`src/rtl/i2c_pkg.sv`:
```
// Shared definitions for the i2c command sequencer: command word layout,
// direction encoding, FSM states and the SCL divider helper.
package i2c_pkg;

  localparam int unsigned DEV_ADDR_LSB  = 49;
  localparam int unsigned DEV_ADDR_W    = 7;
  localparam int unsigned RW_BIT        = 48;
  localparam int unsigned DATA_ADDR_LSB = 32;
  localparam int unsigned DATA_ADDR_W   = 16;
  localparam int unsigned WDATA_LSB     = 24;
  localparam int unsigned WDATA_W       = 8;
  localparam int unsigned CTRL_LSB      = 16;
  localparam int unsigned CTRL_W        = 8;
  localparam int unsigned DIV_LSB       = 0;
  localparam int unsigned DIV_W         = 16;

  localparam logic RD = 1'b1;
  localparam logic WR = 1'b0;

  typedef enum logic [2:0] {
    S_IDLE,
    S_FETCH,
    S_ISSUE,
    S_WAIT_RESP,
    S_GAP,
    S_DONE
  } seq_state_e;

  // SCL divider field value for a given system clock and bus rate
  function automatic logic [DIV_W-1:0] calc_divider(input int unsigned clk_freq_mhz,
                                                    input int unsigned scl_khz);
    return DIV_W'((clk_freq_mhz * 1000) / scl_khz);
  endfunction

endpackage

```
`src/rtl/i2c_cmd_sequencer_if.sv`:
```
// Command/response bus between the sequencer and the i2c master's command FIFO.
interface i2c_cmd_sequencer_if #(
  parameter int unsigned CMD_WIDTH = 56
);

  logic [CMD_WIDTH-1:0] i2c_fifo_din;
  logic                 i2c_fifo_wr_en;
  logic                 i2c_fifo_full;
  logic                 i2c_wr_data_success;
  logic [7:0]           i2c_rdata;
  logic                 i2c_rdata_valid;

  modport master (
    output i2c_fifo_din,
    output i2c_fifo_wr_en,
    input  i2c_fifo_full,
    input  i2c_wr_data_success,
    input  i2c_rdata,
    input  i2c_rdata_valid
  );

  modport slave (
    input  i2c_fifo_din,
    input  i2c_fifo_wr_en,
    output i2c_fifo_full,
    output i2c_wr_data_success,
    output i2c_rdata,
    output i2c_rdata_valid
  );

endinterface

```
`src/rtl/i2c_cmd_table.sv`:
```
// Single-port-style command table: synchronous write, registered read with
// enable so the read word holds until the next fetch.
module i2c_cmd_table #(
  parameter int unsigned NUM_CMDS  = 16,
  parameter int unsigned CMD_WIDTH = 56
) (
  input  logic                        clk,
  input  logic                        rstn,
  input  logic                        wr_en,
  input  logic [$clog2(NUM_CMDS)-1:0] wr_addr,
  input  logic [CMD_WIDTH-1:0]        wr_data,
  input  logic                        rd_en,
  input  logic [$clog2(NUM_CMDS)-1:0] rd_addr,
  output logic [CMD_WIDTH-1:0]        rd_data
);

  logic [CMD_WIDTH-1:0] mem [NUM_CMDS];

  always_ff @(posedge clk) begin
    if (wr_en) begin
      mem[wr_addr] <= wr_data;
    end
  end

  // Only the output register is reset; table contents survive reset
  always_ff @(posedge clk) begin
    if (!rstn) begin
      rd_data <= '0;
    end else if (rd_en) begin
      rd_data <= mem[rd_addr];
    end
  end

endmodule

```
`src/rtl/i2c_cmd_sequencer.sv`:
```
// Runtime-programmable command player for the i2c master command FIFO:
// issues one table entry at a time, waits for completion or timeout, reports reads.
module i2c_cmd_sequencer
  import i2c_pkg::*;
#(
  parameter int unsigned NUM_CMDS            = 16,
  parameter int unsigned CMD_WIDTH           = 56,
  parameter int unsigned RESP_TIMEOUT_CYCLES = 100000,
  parameter int unsigned INTER_CMD_GAP       = 0,
  parameter int unsigned CNT_WIDTH           = 16
) (
  input  logic                        clk,
  input  logic                        rstn,
  input  logic                        start,
  input  logic                        stop,
  input  logic                        loop_en,
  input  logic [$clog2(NUM_CMDS):0]   num_cmds,
  input  logic                        tbl_wr_en,
  input  logic [$clog2(NUM_CMDS)-1:0] tbl_wr_addr,
  input  logic [CMD_WIDTH-1:0]        tbl_wr_data,
  i2c_cmd_sequencer_if.master         bus,
  output logic [7:0]                  rd_result,
  output logic [$clog2(NUM_CMDS)-1:0] rd_result_idx,
  output logic                        rd_result_valid,
  output logic                        timeout_pulse,
  output logic                        busy,
  output logic                        done,
  output logic [$clog2(NUM_CMDS)-1:0] cmd_idx,
  output logic [CNT_WIDTH-1:0]        pass_cnt,
  output logic [CNT_WIDTH-1:0]        timeout_cnt
);

  localparam int unsigned IDX_W      = $clog2(NUM_CMDS);
  localparam int unsigned NC_W       = IDX_W + 1;
  localparam int unsigned TIMER_W    = $clog2(RESP_TIMEOUT_CYCLES + 1);
  localparam int unsigned TIMER_LAST = RESP_TIMEOUT_CYCLES - 1;
  localparam int unsigned GAP_W      = (INTER_CMD_GAP > 1) ? $clog2(INTER_CMD_GAP) : 1;
  localparam int unsigned GAP_LAST   = (INTER_CMD_GAP > 0) ? INTER_CMD_GAP - 1 : 0;

  seq_state_e           state_q, state_d;
  logic [NC_W-1:0]      count_q, count_d;
  logic [IDX_W-1:0]     cmd_idx_d;
  logic [CNT_WIDTH-1:0] pass_d, timeout_d;
  logic [TIMER_W-1:0]   timer_q, timer_d;
  logic [GAP_W-1:0]     gap_q, gap_d;
  logic                 stop_pend_q, stop_pend_d;
  logic [7:0]           rd_result_d;
  logic [IDX_W-1:0]     rd_idx_d;
  logic                 rd_valid_d, timeout_d_pulse;
  logic                 fifo_wr_en_c, tbl_rd_en_c;
  logic                 resp_hit_c, last_c, end_cmd_c, advance_c;
  logic [CMD_WIDTH-1:0] tbl_q;

  function automatic logic [CNT_WIDTH-1:0] sat_inc(input logic [CNT_WIDTH-1:0] v);
    return (&v) ? v : v + CNT_WIDTH'(1);
  endfunction

  i2c_cmd_table #(
    .NUM_CMDS  (NUM_CMDS),
    .CMD_WIDTH (CMD_WIDTH)
  ) u_table (
    .clk     (clk),
    .rstn    (rstn),
    .wr_en   (tbl_wr_en && (state_q == S_IDLE)),
    .wr_addr (tbl_wr_addr),
    .wr_data (tbl_wr_data),
    .rd_en   (tbl_rd_en_c),
    .rd_addr (cmd_idx),
    .rd_data (tbl_q)
  );

  // The table read register is held outside FETCH, so din stays stable through ISSUE/WAIT
  assign bus.i2c_fifo_din   = tbl_q;
  assign bus.i2c_fifo_wr_en = fifo_wr_en_c;

  assign resp_hit_c = (bus.i2c_fifo_din[RW_BIT] == RD) ? bus.i2c_rdata_valid
                                                       : bus.i2c_wr_data_success;
  assign last_c     = ({1'b0, cmd_idx} == (count_q - NC_W'(1)));

  always_ff @(posedge clk) begin
    if (!rstn) begin
      state_q <= S_IDLE;
    end else begin
      state_q <= state_d;
    end
  end

  always_comb begin
    state_d         = state_q;
    count_d         = count_q;
    cmd_idx_d       = cmd_idx;
    pass_d          = pass_cnt;
    timeout_d       = timeout_cnt;
    timer_d         = timer_q;
    gap_d           = gap_q;
    stop_pend_d     = stop_pend_q | (stop && (state_q != S_IDLE));
    rd_result_d     = rd_result;
    rd_idx_d        = rd_result_idx;
    rd_valid_d      = 1'b0;
    timeout_d_pulse = 1'b0;
    fifo_wr_en_c    = 1'b0;
    tbl_rd_en_c     = 1'b0;
    end_cmd_c       = 1'b0;
    advance_c       = 1'b0;

    case (state_q)
      S_IDLE: begin
        if (start && (num_cmds != '0)) begin
          count_d   = (num_cmds > NC_W'(NUM_CMDS)) ? NC_W'(NUM_CMDS) : num_cmds;
          cmd_idx_d = '0;
          pass_d    = '0;
          timeout_d = '0;
          state_d   = S_FETCH;
        end
      end
      S_FETCH: begin
        tbl_rd_en_c = 1'b1;
        state_d     = S_ISSUE;
      end
      S_ISSUE: begin
        if (!bus.i2c_fifo_full) begin
          fifo_wr_en_c = 1'b1;
          timer_d      = '0;
          state_d      = S_WAIT_RESP;
        end
      end
      S_WAIT_RESP: begin
        // A response landing on the expiry cycle still counts as a completion
        if (resp_hit_c) begin
          pass_d    = sat_inc(pass_cnt);
          end_cmd_c = 1'b1;
          if (bus.i2c_fifo_din[RW_BIT] == RD) begin
            rd_result_d = bus.i2c_rdata;
            rd_idx_d    = cmd_idx;
            rd_valid_d  = 1'b1;
          end
        end else if (timer_q == TIMER_W'(TIMER_LAST)) begin
          timeout_d       = sat_inc(timeout_cnt);
          timeout_d_pulse = 1'b1;
          end_cmd_c       = 1'b1;
        end else begin
          timer_d = timer_q + TIMER_W'(1);
        end
        if (end_cmd_c) begin
          if (INTER_CMD_GAP > 0) begin
            gap_d   = '0;
            state_d = S_GAP;
          end else begin
            advance_c = 1'b1;
          end
        end
      end
      S_GAP: begin
        if (gap_q == GAP_W'(GAP_LAST)) begin
          advance_c = 1'b1;
        end else begin
          gap_d = gap_q + GAP_W'(1);
        end
      end
      S_DONE: begin
        state_d = S_IDLE;
      end
      default: begin
        state_d = S_IDLE;
      end
    endcase

    // Next-command decision shared by the WAIT_RESP and GAP exits
    if (advance_c) begin
      if (stop_pend_d) begin
        state_d = S_IDLE;
      end else if (last_c) begin
        if (loop_en) begin
          cmd_idx_d = '0;
          state_d   = S_FETCH;
        end else begin
          state_d = S_DONE;
        end
      end else begin
        cmd_idx_d = cmd_idx + IDX_W'(1);
        state_d   = S_FETCH;
      end
    end

    if (state_d == S_IDLE) begin
      stop_pend_d = 1'b0;
    end
  end

  always_ff @(posedge clk) begin
    if (!rstn) begin
      count_q         <= '0;
      cmd_idx         <= '0;
      pass_cnt        <= '0;
      timeout_cnt     <= '0;
      timer_q         <= '0;
      gap_q           <= '0;
      stop_pend_q     <= 1'b0;
      rd_result       <= '0;
      rd_result_idx   <= '0;
      rd_result_valid <= 1'b0;
      timeout_pulse   <= 1'b0;
      busy            <= 1'b0;
      done            <= 1'b0;
    end else begin
      count_q         <= count_d;
      cmd_idx         <= cmd_idx_d;
      pass_cnt        <= pass_d;
      timeout_cnt     <= timeout_d;
      timer_q         <= timer_d;
      gap_q           <= gap_d;
      stop_pend_q     <= stop_pend_d;
      rd_result       <= rd_result_d;
      rd_result_idx   <= rd_idx_d;
      rd_result_valid <= rd_valid_d;
      timeout_pulse   <= timeout_d_pulse;
      busy            <= (state_d != S_IDLE);
      done            <= (state_d == S_DONE);
    end
  end

endmodule

```
`src/flat_wrapper.sv`:
```
// flat-port wrapper written by rule: the top's interface ports become plain ports
module i2c_cmd_sequencer_flat import i2c_pkg::*;
#(
  parameter int unsigned NUM_CMDS            = 16,
  parameter int unsigned CMD_WIDTH           = 56,
  parameter int unsigned RESP_TIMEOUT_CYCLES = 100000,
  parameter int unsigned INTER_CMD_GAP       = 0,
  parameter int unsigned CNT_WIDTH           = 16
)
  (clk, rstn, start, stop, loop_en, num_cmds, tbl_wr_en, tbl_wr_addr, tbl_wr_data, rd_result, rd_result_idx, rd_result_valid, timeout_pulse, busy, done, cmd_idx, pass_cnt, timeout_cnt, bus_i2c_fifo_din, bus_i2c_fifo_wr_en, bus_i2c_fifo_full, bus_i2c_wr_data_success, bus_i2c_rdata, bus_i2c_rdata_valid);
  i2c_cmd_sequencer_if #(.CMD_WIDTH(CMD_WIDTH)) bus_i ();
  input  logic clk;
  input  logic rstn;
  input  logic start;
  input  logic stop;
  input  logic loop_en;
  input  logic [$clog2(NUM_CMDS):0] num_cmds;
  input  logic tbl_wr_en;
  input  logic [$clog2(NUM_CMDS)-1:0] tbl_wr_addr;
  input  logic [CMD_WIDTH-1:0] tbl_wr_data;
  output logic [7:0] rd_result;
  output logic [$clog2(NUM_CMDS)-1:0] rd_result_idx;
  output logic rd_result_valid;
  output logic timeout_pulse;
  output logic busy;
  output logic done;
  output logic [$clog2(NUM_CMDS)-1:0] cmd_idx;
  output logic [CNT_WIDTH-1:0] pass_cnt;
  output logic [CNT_WIDTH-1:0] timeout_cnt;
  output wire logic [$bits(bus_i.i2c_fifo_din)-1:0] bus_i2c_fifo_din;
  output wire logic [$bits(bus_i.i2c_fifo_wr_en)-1:0] bus_i2c_fifo_wr_en;
  input wire logic [$bits(bus_i.i2c_fifo_full)-1:0] bus_i2c_fifo_full;
  input wire logic [$bits(bus_i.i2c_wr_data_success)-1:0] bus_i2c_wr_data_success;
  input wire logic [$bits(bus_i.i2c_rdata)-1:0] bus_i2c_rdata;
  input wire logic [$bits(bus_i.i2c_rdata_valid)-1:0] bus_i2c_rdata_valid;
  assign bus_i2c_fifo_din = bus_i.i2c_fifo_din;
  assign bus_i2c_fifo_wr_en = bus_i.i2c_fifo_wr_en;
  assign bus_i.i2c_fifo_full = bus_i2c_fifo_full;
  assign bus_i.i2c_wr_data_success = bus_i2c_wr_data_success;
  assign bus_i.i2c_rdata = bus_i2c_rdata;
  assign bus_i.i2c_rdata_valid = bus_i2c_rdata_valid;
  i2c_cmd_sequencer #(.NUM_CMDS(NUM_CMDS), .CMD_WIDTH(CMD_WIDTH), .RESP_TIMEOUT_CYCLES(RESP_TIMEOUT_CYCLES), .INTER_CMD_GAP(INTER_CMD_GAP), .CNT_WIDTH(CNT_WIDTH)) u_core (.clk(clk), .rstn(rstn), .start(start), .stop(stop), .loop_en(loop_en), .num_cmds(num_cmds), .tbl_wr_en(tbl_wr_en), .tbl_wr_addr(tbl_wr_addr), .tbl_wr_data(tbl_wr_data), .bus(bus_i), .rd_result(rd_result), .rd_result_idx(rd_result_idx), .rd_result_valid(rd_result_valid), .timeout_pulse(timeout_pulse), .busy(busy), .done(done), .cmd_idx(cmd_idx), .pass_cnt(pass_cnt), .timeout_cnt(timeout_cnt));
endmodule
```
`config.mk`:
```
export PLATFORM = sky130hd
export DESIGN_NAME = i2c_cmd_sequencer_flat
export DESIGN_NICKNAME = d
export VERILOG_FILES = /design/src/rtl/i2c_pkg.sv /design/src/rtl/i2c_cmd_sequencer_if.sv /design/src/rtl/i2c_cmd_table.sv /design/src/rtl/i2c_cmd_sequencer.sv /design/src/flat_wrapper.sv
export SDC_FILE = /design/constraint.sdc
export NUM_CORES = 1
export LEC_CHECK = 0
export BUFFER_PORTS_ARGS = -buffer_cell sky130_fd_sc_hd__buf_2
export CAP_MARGIN = 30
export CORE_ASPECT_RATIO = 2
export CORE_MARGIN = 2
export CORE_UTILIZATION = 49
export DETAILED_ROUTE_END_ITERATION = 10
export GPL_ROUTABILITY_DRIVEN = 0
export PLACE_DENSITY = 0.7
export SLEW_MARGIN = 5
export SYNTH_ARGS = -nofsm -noshare
export SYNTH_HDL_FRONTEND = slang
export SYNTH_SLANG_ARGS = --single-unit
```
`constraint.sdc`:
```
create_clock -name clk -period 6.06 [get_ports clk]
set_input_delay 1.212 -clock clk [delete_from_list [all_inputs] [get_ports clk]]
set_output_delay 1.212 -clock clk [all_outputs]
set_load 0.01 [all_outputs]
```
==> metrics.json <==
{
  "capturing_point_of_the_worst_reg2reg_path": {"value": "u_core.u_table.mem[12][24]$_DFFE_PP_"},
  "max_slew_margin": {"value": 0.333},
  "first_global_vias": {"value": 20763},
  "met2_routing_resource_usage_after_global_routing": {"value": 0.405},
  "worst_setup_path_start_kind": {"value": "flop"},
  "place_worst_setup_slack": {"value": 2.31, "unit": "ns"},
  "timing_worst_slew_pin_value": {"value": 1.00, "unit": "ns"},
  "final_net_count": {"value": 2282},
  "layout_commonest_cell": {"value": "sky130_fd_sc_hd__edfxtp_1"},
  "final_cell_mix": {"value": "sky130_fd_sc_hd__edfxtp_1, sky130_fd_sc_hd__mux4_2, sky130_fd_sc_hd__buf_2"},
  "clkSlewWorstSetupHoldPaths": {"value": 0.07, "unit": "ns"},
  "worst-setup-path-type": {"value": "reg -> out"},
  "num_rows": {"value": 146},
  "chipHeight": {"value": 404, "unit": "um"},
  "die-area": {"value": 0.0826, "unit": "sq mm"},
  "postCtsSetupRepairBufs": {"value": 0},
  "worst_ep_required_time": {"value": 4.85, "unit": "ns"},
  "syn-num-nets": {"value": 2050},
  "met3_usage": {"value": 0.0320},
  "setup_viol": {"value": 0},
  "outcome": {"value": "completed"},
  "synth.ff_latch_count": {"value": 1030},
  "post-route-worst-setup-slack": {"value": 2.40, "unit": "ns"},
  "netlist_instances": {"value": 1963},
  "reg2reg_slack": {"value": 2.82, "unit": "ns"},
  "hold_ws": {"value": 0.448, "unit": "ns"},
  "die_w": {"value": 204, "unit": "um"},
  "max_freq": {"value": 273, "unit": "MHz"},
  "root_buffer": {"value": "sky130_fd_sc_hd__clkbuf_16"},
  "final.setup.tns": {"value": 0, "unit": "ns"},
  "grt_start_max_net_pins": {"value": 98},
  "wire_length_per_cell_after_detailed_routing": {"value": 26.9, "unit": "um"},
  "ys_dominant_reg_cell": {"value": "sky130_fd_sc_hd__edfxtp_1"},
  "busiest_layer": {"value": "met2"},
  "min_period_over_period": {"value": 0.604},
  "worst_clock_skew": {"value": 0.0162, "unit": "ns"},
  "finalHoldViolations": {"value": 0},
  "drcViolationCount": {"value": 0},
  "htree_num_levels": {"value": 3},
  "ys_warn_count": {"value": 0},
  "rsz0062_at_grt": {"value": "no"},
  "final_antenna_net_count": {"value": 0},
  "synthesis.area": {"value": 0.0393, "unit": "sq mm"},
  "placed_cells_incl_taps": {"value": 3140},
  "vias_per_cell": {"value": 6.02},
  "p_leak": {"value": 14.2, "unit": "nW"},
  "synth_edf_count": {"value": 896},
  "wl": {"value": 88.8, "unit": "mm"},
  "clock-sinks": {"value": 1030},
  "cts_hold_repair.buffers": {"value": 0},
  "post-layout-total-power": {"value": 13.7, "unit": "mW"},
  "wire_length_of_the_first_global_routing_pass": {"value": 133, "unit": "mm"},
  "synth_async_sr_flop_share": {"value": 0},
  "critical_path_peak_fanout": {"value": 97},
  "post_cts_resized": {"value": 0},
  "grt_antenna_before_repair": {"value": 12},
  "min-delay-path-class": {"value": "reg -> reg"},
  "worstSkewPairLatency": {"value": 0.68, "unit": "ns"},
  "vdd_ir_drop_max": {"value": 0.000249, "unit": "V"},
  "detail_route.first_pass.iterations": {"value": 7},
  "synth_sequential_area_ratio": {"value": 0.753},
  "core_area": {"value": 0.0793, "unit": "sq mm"},
  "port_buffers": {"value": 190},
  "layout-area-overhead-vs-synth": {"value": 13.6, "unit": "%"},
  "period_needed": {"value": 3.66, "unit": "ns"},
  "route.vias.total": {"value": 19862},
  "worstPathArrival": {"value": 2.45, "unit": "ns"},
  "design.portCount": {"value": 191},
  "synth.avg_cell_area": {"value": 20.0, "unit": "sq um"},
  "post_route_cells_drive_above_1_share": {"value": 0.301},
  "met1_capacity_usage_during_global_routing": {"value": 0.265},
  "drv_cap": {"value": 0},
  "globalRouteOverflowTotal": {"value": 0},
  "worst_r2r_path_depth": {"value": 4},
  "grt.total_usage": {"value": 0.220},
  "initial_drc_count": {"value": 1940},
  "worst_r2r_startpoint": {"value": "u_core.state_q[0]$_SDFF_PN0_"},
  "antenna_diode_count": {"value": 0},
  "slowest_delay": {"value": 0.98, "unit": "ns"},
  "floorplan.initialDensity": {"value": 0.495},
  "start_point_of_the_critical_path": {"value": "u_core.cmd_idx[1]$_SDFF_PN0_"},
  "crit_path_top_delay_cell": {"value": "sky130_fd_sc_hd__dfxtp_4"},
  "cts_tree": {"value": "yes"},
  "cts_max_path_buffers": {"value": 3},
  "timing.critical_path.to": {"value": "cmd_idx[1]"},
  "crit_path_end_kind": {"value": "output port"},
  "post_synth_num_cell_types": {"value": 56},
  "tritoncts.num_buffers": {"value": 87},
  "crit_chain": {"value": "buf_12 > buf_2"},
  "pins_over_slew_limit": {"value": 0},
  "powerDensity": {"value": 308, "unit": "mW/mm^2"},
  "dp_hpwl": {"value": 53.6, "unit": "mm"},
  "layoutNonFillerInstCount": {"value": 3302}
}
## cell usage after synthesis, types with 5 or more instances
master,n,area [sq um]
sky130_fd_sc_hd__mux4_2,280,6310
sky130_fd_sc_hd__or3_1,23,144
sky130_fd_sc_hd__xnor2_1,5,43.8
sky130_fd_sc_hd__nand3b_1,6,45.0
sky130_fd_sc_hd__o21ai_0,80,400
sky130_fd_sc_hd__nand2_1,115,432
sky130_fd_sc_hd__a21oi_1,65,325
sky130_fd_sc_hd__buf_2,31,155
sky130_fd_sc_hd__dfxtp_1,134,2680
sky130_fd_sc_hd__and4_1,9,78.8
sky130_fd_sc_hd__nor4_1,5,31.3
sky130_fd_sc_hd__nand2b_1,5,31.3
sky130_fd_sc_hd__clkbuf_1,58,218
sky130_fd_sc_hd__o31ai_1,14,105
sky130_fd_sc_hd__inv_1,68,255
sky130_fd_sc_hd__nor2_1,33,124
sky130_fd_sc_hd__o211ai_1,5,37.5
sky130_fd_sc_hd__ha_1,5,62.6
sky130_fd_sc_hd__nand3_1,23,115
sky130_fd_sc_hd__edfxtp_1,896,26900
sky130_fd_sc_hd__and3_1,10,62.6
sky130_fd_sc_hd__nand4_1,11,68.8
sky130_fd_sc_hd__buf_1,7,26.3
sky130_fd_sc_hd__nor3_1,7,35.0
sky130_fd_sc_hd__or4_1,20,150
## flip-flops by register name, indices dropped and copies added, names as in the netlist
register / cells
u_core.state_q: 3
u_core.timeout_cnt: 16
u_core.rd_result_idx: 4
u_core.count_q: 5
u_core.cmd_idx: 4
u_core.rd_result_valid: 1
u_core.rd_result: 8
u_core.timeout_pulse: 1
u_core.done: 1
u_core.pass_cnt: 16
u_core.u_table.mem: 896
u_core.u_table.rd_data: 56
u_core.timer_q: 17
u_core.stop_pend_q: 1
u_core.busy: 1
## layer usage
metal  vias to the layer above  share of wire
met5                         -        0.00093
met4                        12          0.024
met3                       142          0.053
met2                       691           0.55
met1                     10539           0.37
li1                       8478              -
## how the worst min path moves through the flow
stage | from | end | slack [ns] | cells after the start
floorplan | u_core.count_q[1]$_SDFFE_PN0P_ | u_core.count_q[1]$_SDFFE_PN0P_ | 0.45 | 2
global placement | u_core.u_table.rd_data[44]$_SDFFE_PN0P_ | u_core.u_table.rd_data[44]$_SDFFE_PN0P_ | 0.43 | 2
detailed placement | u_core.u_table.rd_data[23]$_SDFFE_PN0P_ | u_core.u_table.rd_data[23]$_SDFFE_PN0P_ | 0.44 | 2
CTS | u_core.u_table.rd_data[23]$_SDFFE_PN0P_ | u_core.u_table.rd_data[23]$_SDFFE_PN0P_ | 0.45 | 2
global route | u_core.rd_result_idx[1]$_SDFFE_PN0P_ | u_core.rd_result_idx[1]$_SDFFE_PN0P_ | 0.48 | 2
finish | u_core.u_table.rd_data[24]$_SDFFE_PN0P_ | u_core.u_table.rd_data[24]$_SDFFE_PN0P_ | 0.45 | 2
## report_power, final
group	internal, mW	switching (mW)	total (mW)
sequential	7.80	0.0387	7.84
combinational	0.136	0.297	0.433
clock	2.95	2.51	5.46
total	10.9	2.84	13.7
## per-stage QoR
stage,util,area [sq um]
final,0.563,44600
after CTS,0.562,44600
after detailed placement,0.527,41800
after floorplan,-,39300
after global placement,0.524,41600
after global routing,0.563,44600
## critical path, delay by kind of cell, from the launching register on
kind,cells,cell delay [ns]
flip-flops,1,0.98
buffers and inverters,2,0.71
## final cells by class
cell class                      instances  area, sq um
Clock buffer                          110         2320
Clock inverter                         50          437
Fill cell                            5901        34700
Inverter                               68          255
Multi-Input combinational cell        767         9140
Sequential cell                      1030        29600
Tap cell                             1036         1300
Timing Repair Buffer                  241         1560
## kinds of logic (layout without fill, tap and decap cells)
| group | after synthesis | count (layout) | synth area share |
|---|---|---|---|
| buffers and inverters | 166 | 469 | 0.0170 |
| XOR/XNOR | 9 | 9 | 0.00201 |
| AND/OR/NAND/NOR | 287 | 287 | 0.0383 |
| multiplexers | 283 | 283 | 0.161 |
| adder cells (fa/ha/maj) | 5 | 5 | 0.00159 |
| AO/OA/AOI/OAI | 183 | 183 | 0.0262 |
| flip-flops | 1030 | 1030 | 0.753 |
Power figures use the tool's default switching activity.
